--- src/rtl/vedic8x8_seq.sv ---
// Sequential 8x8 unsigned multiplier built on a single time-shared 4x4 Vedic core.
// Latency 4 cycles (5 with PIPE_PP=1) from accept to out_valid; result held until out_ready.

module vedic4x4 (
  input  logic [3:0] a,
  input  logic [3:0] b,
  output logic [8:0] s
);
  // Urdhva-tiryagbhyam 2x2 block: vertical and crosswise products
  function automatic logic [3:0] v2(input logic [1:0] x, input logic [1:0] y);
    logic c;
    logic [3:0] q;
    q[0] = x[0] & y[0];
    q[1] = (x[1] & y[0]) ^ (x[0] & y[1]);
    c    = (x[1] & y[0]) & (x[0] & y[1]);
    q[2] = (x[1] & y[1]) ^ c;
    q[3] = (x[1] & y[1]) & c;
    return q;
  endfunction

  logic [3:0] q0, q1, q2, q3;
  logic [4:0] mid;

  assign q0  = v2(a[1:0], b[1:0]);
  assign q1  = v2(a[3:2], b[1:0]);
  assign q2  = v2(a[1:0], b[3:2]);
  assign q3  = v2(a[3:2], b[3:2]);
  assign mid = {1'b0, q1} + {1'b0, q2};
  assign s   = {1'b0, q3, q0} + {2'b00, mid, 2'b00};
endmodule

module vedic8x8_seq #(
  parameter bit PIPE_PP = 1'b0
) (
  input  logic        clk,
  input  logic        rst,
  input  logic        in_valid,
  output logic        in_ready,
  input  logic [7:0]  a,
  input  logic [7:0]  b,
  output logic        out_valid,
  input  logic        out_ready,
  output logic [15:0] p,
  output logic        busy
);
  localparam logic [1:0] IDLE = 2'd0;
  localparam logic [1:0] MUL  = 2'd1;
  localparam logic [1:0] DONE = 2'd2;

  logic [1:0]  state, step;
  logic [7:0]  ra, rb;
  logic [15:0] acc, term;
  logic [3:0]  ca, cb;
  logic [8:0]  cs;
  logic        unused_s8;
  logic        issue_en, acc_vld;
  logic [1:0]  acc_tag;
  logic [7:0]  acc_pp;

  assign in_ready  = (state == IDLE) && !rst;
  assign busy      = (state != IDLE);
  assign unused_s8 = cs[8];

  // step[0] selects the high nibble of ra, step[1] the high nibble of rb
  always_comb begin
    ca = step[0] ? ra[7:4] : ra[3:0];
    cb = step[1] ? rb[7:4] : rb[3:0];
  end

  vedic4x4 u_core (.a(ca), .b(cb), .s(cs));

  generate
    if (PIPE_PP) begin : g_pipe
      logic       issued;
      logic       pp_vld;
      logic [1:0] pp_tag;
      logic [7:0] pp_q;

      always_ff @(posedge clk) begin
        if (rst) begin
          issued <= 1'b0;
          pp_vld <= 1'b0;
          pp_tag <= 2'd0;
          pp_q   <= 8'h00;
        end else begin
          if (state == IDLE)
            issued <= 1'b0;
          else if (issue_en && step == 2'd3)
            issued <= 1'b1;
          pp_vld <= issue_en;
          pp_tag <= step;
          pp_q   <= cs[7:0];
        end
      end

      assign issue_en = (state == MUL) && !issued;
      assign acc_vld  = pp_vld;
      assign acc_tag  = pp_tag;
      assign acc_pp   = pp_q;
    end else begin : g_comb
      assign issue_en = (state == MUL);
      assign acc_vld  = (state == MUL);
      assign acc_tag  = step;
      assign acc_pp   = cs[7:0];
    end
  endgenerate

  always_comb begin
    case (acc_tag)
      2'd0:    term = {8'h00, acc_pp};
      2'd3:    term = {acc_pp, 8'h00};
      default: term = {4'h0, acc_pp, 4'h0};
    endcase
  end

  always_ff @(posedge clk) begin
    if (rst) begin
      state     <= IDLE;
      step      <= 2'd0;
      acc       <= 16'h0000;
      ra        <= 8'h00;
      rb        <= 8'h00;
      p         <= 16'h0000;
      out_valid <= 1'b0;
    end else begin
      if (issue_en)
        step <= step + 2'd1;
      case (state)
        IDLE: begin
          if (in_valid) begin
            ra    <= a;
            rb    <= b;
            acc   <= 16'h0000;
            step  <= 2'd0;
            state <= MUL;
          end
        end
        MUL: begin
          if (acc_vld) begin
            if (acc_tag == 2'd3) begin
              p         <= acc + term;
              out_valid <= 1'b1;
              state     <= DONE;
            end else begin
              acc <= acc + term;
            end
          end
        end
        DONE: begin
          if (out_ready) begin
            out_valid <= 1'b0;
            state     <= IDLE;
          end
        end
        default: state <= IDLE;
      endcase
    end
  end
endmodule
--- config.mk ---
export PLATFORM = sky130hd
export DESIGN_NAME = vedic8x8_seq
export DESIGN_NICKNAME = d
export VERILOG_FILES = /design/src/rtl/vedic8x8_seq.sv
export SDC_FILE = /design/constraint.sdc
export NUM_CORES = 1
export LEC_CHECK = 0
export ABC_AREA = 1
export BUFFER_PORTS_ARGS = -buffer_cell sky130_fd_sc_hd__buf_2
export CORE_ASPECT_RATIO = 0.9
export CORE_UTILIZATION = 30
export CTS_BUF_LIST = sky130_fd_sc_hd__clkbuf_4
export DETAILED_ROUTE_END_ITERATION = 16
export SETUP_SLACK_MARGIN = 0.5
export SLEW_MARGIN = 25
export SYNTH_ARGS = -nofsm -noshare
export SYNTH_HDL_FRONTEND = slang
export SYNTH_SLANG_ARGS = --single-unit
--- constraint.sdc ---
create_clock -name clk -period 6.1 [get_ports clk]
set_input_delay 0.61 -clock clk [delete_from_list [all_inputs] [get_ports clk]]
set_output_delay 0.61 -clock clk [all_outputs]
set_load 0.02 [all_outputs]
==> impl_metrics.env, run 1 <==
export IMPL_vias=3162
export IMPL_wl_per_cell_um=12.9
export IMPL_power_density_mw_per_mm2=185
export IMPL_finalCriticalPeriod_ps=4770
export IMPL_overflow=0
export IMPL_cts_path_max_buffers=2
export IMPL_grt_start_max_net_pins=32
export IMPL_worstPathRequired_ps=6440
export IMPL_syn_nets=532
export IMPL_yosys_area_top_type="dfxtp_1"
export IMPL_min_period_over_period_pct=78.2
export IMPL_root_buffer="clkbuf_4"
export IMPL_synth_ff_latch_count=53
export IMPL_fin_setup_tns_ps=0
export IMPL_fillerInstances=1184
export IMPL_syn_area_mm2=0.00342
export IMPL_viasPerCell=4.78
export IMPL_hold_viol_final=0
export IMPL_dieArea_mm2=0.0118
export IMPL_io_pins=39
export IMPL_cp_slowest_cell="dfxtp_1"
export IMPL_fmax_mhz=210
export IMPL_cts_made_buffers=5
export IMPL_core_area_mm2=0.0109
export IMPL_synth_top_area_share_pct=31.0
export IMPL_critical_path_max_stage_delay_ps=520
export IMPL_instances_no_fill=661
export IMPL_fp_dieW_um=115
export IMPL_worstMarginPinSlew_ps=838
export IMPL_cts_resized=0
export IMPL_hp_class="primary input to register"
export IMPL_slew_headroom_pct=44.1
export IMPL_hpwl_mm=6.53
export IMPL_worst_endpoint_arrival_ps=5110
export IMPL_hold_buffers=0
export IMPL_drtPass1Iterations=4
export IMPL_finalClockSkew_ps=4.95
export IMPL_pre_cts_slack_ps=1410
export IMPL_io_buffers=38
export IMPL_outcome="complete, no violations"
export IMPL_synth_seq_area_share_pct=31.0
export IMPL_rsz0062_at_grt="false"
export IMPL_area_delta_synth_final_pct=11.9
export IMPL_cp_start_kind="register"
export IMPL_leakage_nw=1.92
export IMPL_rows=36
export IMPL_endpoint_kind="register"
export IMPL_synthTopCellsByArea="dfxtp_1 31%, ha_1 12%, nand2_1 10%"
export IMPL_power_mw=0.709
export IMPL_grt_pass1_vias=3078
export IMPL_clkLatencyLatePin_ps=380
export IMPL_gp_congestion=0.934
export IMPL_postCtsSetupBuffers=0
export IMPL_cts_tree="built"
export IMPL_drv_cap=0
export IMPL_drv_slew=0
export IMPL_cp_max_fo=6
export IMPL_ir_drop_mv=0.119
export IMPL_clkTransAtPathRegs_ps=170
export IMPL_place_inst=652
export IMPL_drive_gt1_share_pct=11.8
export IMPL_seqCellArea_mm2=0.00106
export IMPL_finalWorstSetupSlack_ps=1330
export IMPL_clkSinkCount=53
export IMPL_nets=564
export IMPL_htreeDepth=2
export IMPL_antenna_found_initial=1
export IMPL_die_y_um=103
export IMPL_start_util_pct=31.2
export IMPL_drtIter0Drc=215
export IMPL_ys_warn_count=0
export IMPL_crit_type="register to register"
export IMPL_antenna_left=0
export IMPL_drcViolationCount=0
export IMPL_synthCells=475
export IMPL_setup_viol=0
export IMPL_multi_input_area_mm2=0.00210
export IMPL_avgSynthCellArea_um2=7.20
export IMPL_grt_use_total_pct=15.7
export IMPL_grt_pass1_wl_mm=14.6
export IMPL_drt_total_wl_mm=8.53
export IMPL_yosysUniqueCellTypes=38
-- registers in the layout, indices dropped and copies added, names as in the netlist --
signal and flops:
acc 16, p 16, ra 8, rb 8
acc_tag 2, state 2, out_valid 1
-- logic make-up after synthesis --
kind of cell,count (synthesis),synth area share (%)
xor+xnor,15,3.84
simple gates,200,24.6
compound gates,98,16.5
fa+ha+maj,37,14.2
mux,8,2.34
buf+inv,64,7.43
flops,53,31.0
-- cell usage in the layout, fill, tap and decap left out, types with 11 or more instances in the layout --
| master | n |
|---|---|
| o21ai_0 | 31 |
| nor2_1 | 72 |
| dfxtp_1 | 53 |
| o21bai_1 | 11 |
| ha_1 | 34 |
| inv_1 | 48 |
| buf_2 | 38 |
| nand2_1 | 92 |
| nand3_1 | 17 |
| xor2_1 | 12 |
| a21oi_1 | 33 |
-- worst paths after layout --
path	from	endpoint	slack, ps	depth (start not counted)
max	acc_tag[1]	p[13]	1330	25
min	b[1]	rb[1]	440	3
min reg2reg	acc[13]	acc[13]	480	2
max reg2reg	acc_tag[1]	p[13]	1330	25
-- Yosys cell counts (all sizes together) --
cell type / number
a221oi: 1
and2: 1
nor3: 1
mux2i: 8
o211ai: 1
clkbuf: 6
o22ai: 8
a21oi: 36
or2: 1
fa: 3
nand2: 95
dfxtp: 53
o21ai: 32
buf: 7
a31oi: 3
nor2: 76
nand3b: 4
xor2: 12
a21o: 4
clkinv: 1
o21bai: 11
nand4: 4
nand3: 18
a211oi: 1
xnor2: 3
o21a: 1
inv: 50
ha: 34
-- layout make-up --
class,count,share of cell area (%)
Multi-Input combinational cell,358,55.0
Antenna cell,1,0.0654
Sequential cell,53,27.7
Timing Repair Buffer,38,4.97
Tap cell,152,4.97
Clock buffer,5,0.981
Clock inverter,3,1.31
Inverter,51,5.00
-- power by group --
group          switching [mW]  internal (mW)  total [mW]
combinational          0.0826         0.0406       0.123
sequential            0.00895          0.360       0.369
clock                   0.127         0.0901       0.217
total                   0.219          0.490       0.709
-- metal layers --
metal	GRT usage [%]	wire length, µm
met1	21.7	4460
met2	25.8	3660
met3	1.52	305
met4	4.80	102
met5	0	0
-- critical path: cells and delay by family (launching register included) --
kind / cells / cell delay [ps]
xor gates and xnor gates: 2 / 440
buffers and inverters: 2 / 140
adders and majority gates: 5 / 1520
and+or+nand+nor: 10 / 810
DFF: 1 / 520
muxes: 1 / 470
AOI/OAI and AO/OA: 5 / 860
-- metrics by stage --
step                util (%)  hold WS (ps)  instance area (µm²)
floorplan                  -           443                 3420
global placement        34.1           451                 3740
detailed placement      34.1           458                 3740
CTS                     34.9           424                 3820
global route            35.0           428                 3830
finish                  35.0           436                 3830
No activity file was read; power rests on OpenSTA's default activity.
==> inputs of run 2 (changes only) <==
--- a/config.mk
+++ b/config.mk
@@ -5,7 +5,7 @@
 export SDC_FILE = /design/constraint.sdc
 export NUM_CORES = 1
 export LEC_CHECK = 0
-export ABC_AREA = 1
+export ABC_AREA = 0
 export BUFFER_PORTS_ARGS = -buffer_cell sky130_fd_sc_hd__buf_2
 export CORE_ASPECT_RATIO = 0.9
 export CORE_UTILIZATION = 30
==> constraint.sdc (replaced) <==
create_clock -name clk -period 4.82 [get_ports clk]
set_input_delay 0.482 -clock clk [delete_from_list [all_inputs] [get_ports clk]]
set_output_delay 0.482 -clock clk [all_outputs]
set_load 0.02 [all_outputs]
==> impl_metrics.env, run 2 <==
export IMPL_nets=542
export IMPL_yosysUniqueCellTypes=56
export IMPL_grt_start_max_net_pins=56
export IMPL_drv_slew=0
export IMPL_critical_path_max_stage_delay_ps=550
export IMPL_async_flop_share_pct=0
export IMPL_start_util_pct=31.0
export IMPL_antenna_found_initial=0
export IMPL_fin_setup_tns_ps=0
export IMPL_drtIter0Drc=206
export IMPL_drt_total_wl_mm=8.97
export IMPL_drive_gt1_share_pct=29.4
export IMPL_outcome="complete, no violations"
export IMPL_instances_no_fill=638
export IMPL_avgSynthCellArea_um2=7.97
export IMPL_overflow=0
export IMPL_syn_nets=481
export IMPL_wl_per_cell_um=14.1
export IMPL_synth_edf_count=0
export IMPL_grt_use_total_pct=15.0
export IMPL_ir_drop_mv=0.0896
export IMPL_hp_start="a[4]"
export IMPL_root_buffer="clkbuf_4"
export IMPL_hold_viol_final=0
export IMPL_worst_endpoint_arrival_ps=4910
export IMPL_hpwl_mm=6.43
export IMPL_clkTransAtPathRegs_ps=170
export IMPL_antenna_left=0
export IMPL_drtPass1Iterations=4
export IMPL_slew_headroom_pct=31.8
export IMPL_area_delta_synth_final_pct=30.5
export IMPL_cts_path_max_buffers=2
export IMPL_grt_pass1_wl_mm=13.7
export IMPL_yosys_area_top_type="dfxtp_1"
export IMPL_worstMarginPinSlew_ps=1020
export IMPL_layout_commonest_cell="nand2_1"
export IMPL_crit_type="register to register"
export IMPL_drv_cap=0
export IMPL_final_cell_mix="72 x nand2_1, 51 x dfxtp_1, 45 x nor2_1"
export IMPL_synthCells=424
export IMPL_top_regs="acc: 16 flops, p: 16 flops"
export IMPL_clkSinkCount=53
export IMPL_viasPerCell=4.99
export IMPL_cts_made_buffers=5
export IMPL_synth_ff_latch_count=53
export IMPL_synthTopCellsByCount="76 x nand2_1, 53 x dfxtp_1, 48 x nor2_1"
export IMPL_leakage_nw=1.95
export IMPL_htreeDepth=2
export IMPL_clkLatencyLatePin_ps=390
export IMPL_cp_slowest_cell="fa_2"
export IMPL_cp_max_fo=5
export IMPL_ys_flop_type="dfxtp_1"
export IMPL_synthTopCellsByArea="dfxtp_1 31%, ha_1 13%, nand2_1 8.4%"
export IMPL_vias=3183
export IMPL_core_area_mm2=0.0109
export IMPL_critical_path_top_delay_family="adder cells"
export IMPL_io_buffers=38
export IMPL_rows=36
export IMPL_syn_area_mm2=0.00338
export IMPL_critPathBufInv=5
export IMPL_drcViolationCount=0
export IMPL_critPathLaunch="acc_tag[0]"
export IMPL_cts_tree="built"
export IMPL_crit_path_cell_trace="buf_6, mux2i_4, nor2_1, ha_1, buf_4, fa_2, ha_1, a21o_1, a21oi_2, xor2_1, buf_4, buf_4, mux2i_1, ha_1, buf_6, a21o_1, a31o_2, and2_4, o32ai_2, xor2_1, a211oi_1"
export IMPL_antennaDiodeCount=0
export IMPL_timing_rr_start="acc_tag[0]"
export IMPL_synth_top_area_share_pct=31.4
export IMPL_cp_start_kind="register"
export IMPL_synth_seq_area_share_pct=31.4
export IMPL_setup_viol=0
export IMPL_place_inst=609
export IMPL_rsz0062_at_grt="true"
export IMPL_synth_most_common_cell="nand2_1"
export IMPL_finalClockSkew_ps=17.1
export IMPL_hp_class="primary input to register"
export IMPL_gp_congestion=0.901
export IMPL_min_period_over_period_pct=96.7
export IMPL_grt_pass1_vias=2768
export IMPL_power_density_mw_per_mm2=180
export IMPL_worstPathRequired_ps=5070
export IMPL_ys_warn_count=0
export IMPL_endpoint_kind="register"
export IMPL_dieArea_mm2=0.0117
export IMPL_fp_dieW_um=114
export IMPL_io_pins=39
export IMPL_fmax_mhz=215
export IMPL_die_y_um=103
export IMPL_finalCriticalPeriod_ps=4660
[run 2: final timing paths]
kind | to | slack, ps | cells after the start
worst max-delay path | p[14] | 160 | 21
worst max register to register | p[14] | 160 | 21
worst min register to register | p[2] | 470 | 2
worst min-delay path | ra[4] | 310 | 3
[run 2: layout make-up]
class / instances / area (µm²)
repair buffers: 74 / 487
fillers: 1086 / 6490
flip-flops and latches: 53 / 1070
inverters: 11 / 41.3
well taps: 152 / 190
clock buffers: 6 / 45.0
clock inverters: 2 / 15.0
multi-input cells: 340 / 2570
[run 2: layer usage]
layer  vias to the layer above  track usage (%)  part of all wire, %
li1                       1608                -                    -
met1                      1493             21.6                   49
met2                        68             22.9                   43
met3                        14             2.53                  5.5
met4                         0             4.60                  1.7
met5                         -                0                    0
[run 2: power breakdown]
group / total, mW / internal (mW) / switching [mW]
Sequential: 0.460 / 0.448 / 0.0123
Clock: 0.216 / 0.0629 / 0.153
Combinational: 0.117 / 0.0512 / 0.0660
Total: 0.794 / 0.562 / 0.232
[run 2: logic make-up after synthesis]
kind of cell | share of synthesized area, %
adder cells (fa/ha/maj) | 14.4
AO/OA/AOI/OAI | 21.8
flip-flops | 31.4
XOR/XNOR | 4.14
multiplexers | 2.96
AND/OR/NAND/NOR | 21.9
buffers and inverters | 3.48
[run 2: repair_timing]
| item | 4_1_cts | 5_1_grt |
|---|---|---|
| pin swaps | 23 | 32 |
| gates resized for setup | 10 | 41 |
| endpoints found under the setup margin | 18 | 20 |
| setup buffers | 13 | 8 |
| hold buffers | 0 | 0 |
[run 2: stage by stage]
step                      utilization [%]  power (mW)  worst slack (ps)  hold slack, ps  cell area (µm²)
final                                40.5       0.794               159             310             4410
after global routing                 40.5       0.834             -12.7             284             4410
after CTS                            38.2       0.797               178             300             4170
after detailed placement             36.4       0.575             -8.87             450             3970
after global placement               36.4       0.573              64.6             440             3970
after floorplan                         -       0.544               324             430             3600
[run 2: worst min-delay path: stages]
cell and delay (ps):
buf_2 90, nand2_1 40, a21oi_1 50
